==> config.mk <==
export PLATFORM = sky130hd
export DESIGN_NAME = keypad_encoder
export DESIGN_NICKNAME = d
export VERILOG_FILES = /design/src/rtl/keypad_encoder.sv
export SDC_FILE = /design/constraint.sdc
export NUM_CORES = 1
export LEC_CHECK = 0
export BUFFER_PORTS_ARGS = -buffer_cell sky130_fd_sc_hd__buf_4
export CAP_MARGIN = 30
export CORE_ASPECT_RATIO = 0.8
export CORE_MARGIN = 2
export CORE_UTILIZATION = 30
export DETAILED_ROUTE_END_ITERATION = 6
export GPL_TIMING_DRIVEN = 0
export HOLD_SLACK_MARGIN = 0.03
export SLEW_MARGIN = 10
export SYNTH_ARGS = -nofsm -noshare
export SYNTH_HDL_FRONTEND = slang
export SYNTH_SLANG_ARGS = --single-unit
==> constraint.sdc <==
create_clock -name clk -period 6.35 [get_ports clk]
set_input_delay 0.635 -clock clk [delete_from_list [all_inputs] [get_ports clk]]
set_output_delay 0.635 -clock clk [all_outputs]
set_load 0.01 [all_outputs]
==> src/rtl/keypad_encoder.sv <==
// Keypad one-hot to binary encoder with two-flop synchronisation, debounce
// qualification, press strobe, key-down status and multi-hot rejection.
module keypad_encoder #(
    parameter int unsigned N             = 16,
    parameter int unsigned STABLE_CYCLES = 4,
    parameter int unsigned PRIORITY      = 0,
    localparam int unsigned CODE_W       = $clog2(N)
) (
    input  logic              clk,
    input  logic              rst_n,
    input  logic [N-1:0]      onehot,
    output logic [CODE_W-1:0] code,
    output logic              key_valid,
    output logic              key_down,
    output logic              err
);

    localparam int unsigned        CNT_W    = $clog2(STABLE_CYCLES + 1);
    localparam logic [CNT_W-1:0]   CNT_ONE  = CNT_W'(1);
    localparam logic [CNT_W-1:0]   CNT_LAST = CNT_W'(STABLE_CYCLES - 1);

    typedef enum logic [1:0] {
        IDLE = 2'd0,
        QUAL = 2'd1,
        HELD = 2'd2,
        REL  = 2'd3
    } state_t;

    state_t            state;
    state_t            state_nx;
    logic [N-1:0]      sync1;
    logic [N-1:0]      s;
    logic [N-1:0]      cand;
    logic [N-1:0]      cand_nx;
    logic [CNT_W-1:0]  cnt;
    logic [CNT_W-1:0]  cnt_nx;
    logic [CODE_W-1:0] code_nx;
    logic              key_valid_nx;
    logic              key_down_nx;
    logic              err_nx;
    logic              cand_single_c;
    logic              cand_legal_c;
    logic [CODE_W-1:0] cand_index_c;

    // Lowest set index; for a single-hot vector this is simply its position.
    function automatic logic [CODE_W-1:0] lowest_index(input logic [N-1:0] v);
        logic [CODE_W-1:0] idx;
        idx = '0;
        for (int i = int'(N) - 1; i >= 0; i--) begin
            if (v[i]) begin
                idx = CODE_W'(i);
            end
        end
        return idx;
    endfunction

    assign cand_single_c = (cand != '0) && ((cand & (cand - N'(1))) == '0);
    assign cand_legal_c  = (PRIORITY != 0) || cand_single_c;
    assign cand_index_c  = lowest_index(cand);

    // Two-flop synchroniser for the asynchronous key lines.
    always_ff @(posedge clk or negedge rst_n) begin
        if (!rst_n) begin
            sync1 <= '0;
            s     <= '0;
        end else begin
            sync1 <= onehot;
            s     <= sync1;
        end
    end

    // State and output registers.
    always_ff @(posedge clk or negedge rst_n) begin
        if (!rst_n) begin
            state     <= IDLE;
            cand      <= '0;
            cnt       <= '0;
            code      <= '0;
            key_valid <= 1'b0;
            key_down  <= 1'b0;
            err       <= 1'b0;
        end else begin
            state     <= state_nx;
            cand      <= cand_nx;
            cnt       <= cnt_nx;
            code      <= code_nx;
            key_valid <= key_valid_nx;
            key_down  <= key_down_nx;
            err       <= err_nx;
        end
    end

    // Debounce sequencing, accept decision and release tracking.
    always_comb begin
        state_nx     = state;
        cand_nx      = cand;
        cnt_nx       = cnt;
        code_nx      = code;
        key_valid_nx = 1'b0;
        key_down_nx  = key_down;
        err_nx       = 1'b0;

        case (state)
            IDLE: begin
                if (s != '0) begin
                    state_nx = QUAL;
                    cand_nx  = s;
                    cnt_nx   = CNT_ONE;
                end
            end

            QUAL: begin
                if (s == '0) begin
                    state_nx = IDLE;
                end else if (s != cand) begin
                    cand_nx = s;
                    cnt_nx  = CNT_ONE;
                end else if (cnt < CNT_LAST) begin
                    cnt_nx = cnt + CNT_ONE;
                end else begin
                    // Multi-hot still parks in HELD so a stuck pattern fires once.
                    state_nx = HELD;
                    if (cand_legal_c) begin
                        code_nx      = cand_index_c;
                        key_valid_nx = 1'b1;
                        key_down_nx  = 1'b1;
                    end else begin
                        err_nx = 1'b1;
                    end
                end
            end

            HELD: begin
                if (s == '0) begin
                    state_nx = REL;
                    cnt_nx   = CNT_ONE;
                end else if (s != cand) begin
                    state_nx    = QUAL;
                    cand_nx     = s;
                    cnt_nx      = CNT_ONE;
                    key_down_nx = 1'b0;
                end
            end

            REL: begin
                if (s == '0) begin
                    if (cnt < CNT_LAST) begin
                        cnt_nx = cnt + CNT_ONE;
                    end else begin
                        state_nx    = IDLE;
                        key_down_nx = 1'b0;
                    end
                end else if (s == cand) begin
                    state_nx = HELD;
                end else begin
                    state_nx    = QUAL;
                    cand_nx     = s;
                    cnt_nx      = CNT_ONE;
                    key_down_nx = 1'b0;
                end
            end

            default: begin
                state_nx = IDLE;
            end
        endcase
    end

endmodule

# --- Word level (Yosys, flattened, before mapping) ---
# Cells that the tools add are included.
totals:
  word_cells: 111
  out_inout_bits: 7
  ff_bits: 60
classes:
  reduce_logical: 13
  eq_ne: 21
  n_bitwise: 4
  n_mux: 61
  n_lt_le_gt_ge: 1
  n_addsub: 2
ops:
  columns: ["cell", "count"]
  rows:
  - ["2-to-1 mux 16 bit", 5]
  - ["2-to-1 mux 4 bit", 16]
  - ["one-hot mux 16 bit (3 select lines)", 1]
  - ["logical NOT 16 bit", 2]
  - ["nonzero test 16 bit", 2]
  - ["2-to-1 mux 3 bit", 8]
  - ["!= test 2 bit, second input constant", 10]
  - ["2-to-1 mux 1 bit", 19]
  - ["2-to-1 mux 2 bit", 9]
  - ["bitwise AND 16 bit", 1]
  - ["== test 16 bit", 1]
  - ["!= test 16 bit", 1]
  - ["subtractor 16 x 1 -> 16 bit, second input constant", 1]
  - ["!= test 3 bit, second input constant", 5]
  - ["AND reduction 5 bit", 3]
  - ["one-hot mux 3 bit (4 select lines)", 1]
  - ["AND reduction 9 bit", 1]
  - ["one-hot mux 2 bit (4 select lines)", 1]
  - ["== test 2 bit, second input constant", 2]
  - ["AND reduction 4 bit", 1]
  - ["adder 3 x 1 -> 3 bit, second input constant", 1]
  - ["< comparator 3 x 2 -> 1 bit, second input constant", 1]
  - ["inverter 1 bit", 3]
  - ["one-hot mux 1 bit (3 select lines)", 1]
  - ["6 further kinds", 6]

# --- Depth between registers and ports, before layout ---
depth:
  depth_word: 16
  depth_mapped: 8
  depth_no_buf: 7

# --- Worst setup path before layout ---
# No wires, ideal clock.
synth_path:
  path_kind: "register to register"
  start: "register cand[13]"
  end: "register code[0]"
  required_ps: 6225
  setup_time_ps: 125
  stages_incl_launch_ff: 8
  arrival_ps: 2110
  synth_period_minus_slack_ps: 2235
  slack_ps: 4115
  path_buffers: 1
  path_cell_list: "dfrtp_1 > buf_6 > or3_1 > or4_1 > o21ai_2 > nand2_2 > nor4_4 > mux2_2"
synth_via:
  elab_chain_len: 14
  elab_cells_between_ends: 22
  cone_classes: "add/sub (1); eq/ne (1); mux (14); bitwise (2); reduce/logical (4)"
synth_lines:
  columns: ["item", "line_no", "source"]
  rows:
  - ["from (decl)", "33", "logic [N-1:0] cand;"]
  - ["from (signal assigned)", "84", "cand <= cand_nx;"]
  - ["2-to-1 mux 4 bit (14 in a row)", "50", "if (v[i]) begin"]
  - ["to (signal assigned)", "86", "code <= code_nx;"]
  - ["to (decl)", "12", "output logic [CODE_W-1:0] code,"]
# Several ways; a longest one is shown, not always the timed one.
# A chain may end at the register's enable or synchronous reset.

# --- Final worst setup path ---
layout_path:
  start: "register cand[12]"
  end: "register cand[14]"
layout_via:
  elab_chain_len: 3
  elab_cells_between_ends: 5
  cone_classes: "eq/ne (4); reduce/logical (1)"
layout_lines:
  columns: ["item", "line_no"]
  rows:
  - ["== test 16 bit or != test 16 bit (tied branches)", "153, 115, 137"]
  - ["!= test 2 bit (no line) or != test 2 x 1 -> 1 bit (tied branches)", null]
  - ["AND reduction 5 bit (no line) (*)", null]
# Mark *: on every way between the ends. The rest lies on a longest branch, timed or not.

==> impl_results.md <==
* Detailed Place HPWL at 3.61 mm
* Antenna viol nets, final at 0
* Vias in the first global route at 1804
* Rel. slew slack at 50.6%
* WP data required at 6.56 ns
* Critical path data arrival time at 2.80 ns
* Root Buffer: clkbuf_16
* Sink Count at 60
* Die H at 89.9 um
* Cells after synthesis at 242
* Core Region at 9000 sq um
* Worst Skew at 0.00858 ns
* Worst r2r dst: cand[14]$_DFFE_PN0P_
* Initial antenna violation count at 0
* H-tree levels at 3
* PwrDens at 305 nW/um^2
* Post-CTS sizing at 0
* Via density at 4.79
* Count of different cell masters after synthesis at 44
* Layout Nets at 301
* Layout cells sized above 1 at 27.4%
* Max Slew Vio Count at 0
* Worst setup margin at 3.76 ns
* Wire length per cell at 13.2 um
* Mapped Avg Cell Area at 11.4 sq um
* Clock transition at path regs at 0.05 ns
* Worst-Skew Late Latency at 0.33 ns
* Synthesized net count at 266
* DRT Wirelength at 5.24 mm
* Post-layout util at 37.3%
* Largest net degree at the start of global routing at 61
* Setup violations, final at 0
* Filler cells at 910
* Sequential-to-total area share from yosys stat at 54.2%
* Multi-input gate area at 1150 sq um
* Setup TNS at 0 ns
* Flop2flop setup slack at 3.76 ns
* Most common cell after layout, fill and taps aside: dfrtp_1
* Drt drc at 0
* Most frequent cells in the layout: 60 x dfrtp_1, 24 x buf_4, 21 x mux2_2
* Synthesized cell area at 2770 sq um
* Worst setup SP type: flop
* WS Path Type: flop to flop
* Critical Path Sink Type: flop
* Hold_buf cts at 0
* Max-cap violations at 0
* Area grow syn2layout at 21.3%
* Grt ovf at 0
* Initial DRC count at 74
* Peak VDD IR at 0.160 mV
* Yosys reg bits at 60
* P_leak at 0.00141 uW
* CP max FO at 10
* Endpoints failing hold at 0
* Worst min path class: flop to flop
* Drt pass-1 iters at 4
* Placement Setup Slack at 3.75 ns
* Ant diodes at 0
* Flip-flop and latch area at 1500 sq um
* Tmin final at 2.59 ns
* CTS Buf Count at 9
* DIE WIDTH at 111 um
* Tcrit/Tclk final at 40.7%
* Worst reg-to-reg path cell count at 8
* Clock Path Buffers at 2
* CTS tree: built
* FP Rows at 31
* Synth warnings at 0
* Max Clock Freq at 387 MHz
* Hold Crit Start: sync1[13]$_DFF_PN0_
* Port Buffers at 24
* Asr flop ratio synth at 100%
* DR vias at 1895
* Post-CTS Setup Inserts at 0
* R2r startpoint: cand[12]$_DFFE_PN0P_
* Hold EP: s[13]$_DFF_PN0_
* Top_reg_cell synth: dfrtp_1
* Status: finished clean
* Initial core utilization at 30.8%
* Gpl congestion at 0.855
* Fin Hold WS at 0.343 ns
* Worst Hold Depth at 0
* Die Area at 10000 sq um
* Number of synthesized flops with an enable pin at 0
* GRT Total Usage at 11.2%
* I/O pin cnt at 25
* First-pass GRT wire length at 8.78 mm
* Slew @ Worst Pin at 0.741 ns
* RSZ-0062 raised after global routing: false
==> through the flow <==
stage / instance area [sq um] / cells / power (uW)
floorplan: 2770 / 242 / 555
global placement: 3090 / 381 / 596
CTS: 3360 / 396 / 1040
detailed placement: 3090 / 381 / 601
global route: 3360 / 396 / 1080
finish: 3360 / 396 / 1020
==> worst max-delay path by stage <==
stage,start,to,slack [ns],cells past startpoint
after CTS,cand[12]$_DFFE_PN0P_,cand[10]$_DFFE_PN0P_,3.74,8
after floorplan,cand[13]$_DFFE_PN0P_,code[0]$_DFFE_PN0P_,4.11,7
after global routing,cand[12]$_DFFE_PN0P_,cand[8]$_DFFE_PN0P_,3.49,8
final,cand[12]$_DFFE_PN0P_,cand[14]$_DFFE_PN0P_,3.76,8
after global placement,cand[5]$_DFFE_PN0P_,cand[13]$_DFFE_PN0P_,3.76,8
after detailed placement,cand[5]$_DFFE_PN0P_,cand[10]$_DFFE_PN0P_,3.75,8
==> synth_stat cells (2+ instances only) <==
cell | instances | share of area [%]
a22oi_1 | 2 | 0.54
or4_1 | 5 | 1.4
xnor2_1 | 16 | 5.1
a211o_1 | 2 | 0.63
inv_1 | 6 | 0.81
a211oi_1 | 4 | 1.1
nand4_1 | 7 | 1.6
dfrtp_1 | 60 | 54
a21oi_1 | 9 | 1.6
o31ai_1 | 2 | 0.54
o21ai_0 | 8 | 1.4
nand2b_1 | 3 | 0.68
ha_1 | 6 | 2.7
o32ai_1 | 2 | 0.63
maj3_1 | 2 | 0.72
a31oi_1 | 2 | 0.45
nor4_1 | 10 | 2.3
clkbuf_1 | 10 | 1.4
nor3_1 | 7 | 1.3
buf_6 | 2 | 0.81
or3_1 | 2 | 0.45
nand3_1 | 2 | 0.36
o21bai_1 | 2 | 0.54
nand2_1 | 7 | 0.95
buf_2 | 6 | 1.1
nor2_1 | 19 | 2.6
a21o_1 | 2 | 0.54
mux2_2 | 21 | 8.5
==> routing by layer <==
layer / routed length [um] / vias to the layer above / part of all wire (%) / track usage [%]
li1: - / 934 / - / -
met3: 291 / 13 / 5.6 / 3.64
met1: 2690 / 902 / 51 / 16.2
met2: 2130 / 46 / 41 / 14.4
met5: 0 / - / 0 / 0
met4: 128 / 0 / 2.4 / 6.48
==> sequential cells by signal, summed over array words and instances (netlist names) <==
| name | flops |
|---|---|
| cnt | 3 |
| s | 16 |
| cand | 16 |
| sync1 | 16 |
| code | 4 |
| state | 2 |
| key_valid | 1 |
| key_down | 1 |
| err | 1 |
==> critical path, stage by stage, from the launching register on <==
cell      delay (ns)
dfrtp_1         0.31
clkbuf_1        0.32
xnor2_1         0.16
nand4_1         0.13
nor4_2          0.41
nor2_1          0.12
nor2_2          0.32
buf_2           0.32
mux2_2          0.36
==> logic make-up (layout without fill, tap and decap cells) <==
family	after synthesis	count (layout)	share of synthesized area [%]
mux	22	22	8.91
buf+inv	25	64	4.25
flops	60	60	54.2
compound gates	40	40	9.72
fa+ha+maj	8	8	3.44
simple gates	71	71	14.4
xor+xnor	16	16	5.06
==> cell type report <==
| cell class | instances | area share [%] |
|---|---|---|
| timing repair buffer | 24 | 5.37 |
| inverter | 6 | 0.671 |
| clock inverter | 6 | 1.23 |
| sequential | 60 | 44.7 |
| tap | 115 | 4.28 |
| buffer | 19 | 2.83 |
| multi-input combinational | 157 | 34.2 |
| clock buffer | 9 | 6.71 |
==> report_power, final <==
| part | leakage [uW] | internal [uW] | switching, uW |
|---|---|---|---|
| Sequential | 0.000718 | 407 | 18.1 |
| Clock | 0.000124 | 261 | 169 |
| Combinational | 0.000571 | 74.4 | 94.6 |
No activity file was read; power rests on OpenSTA's default activity.
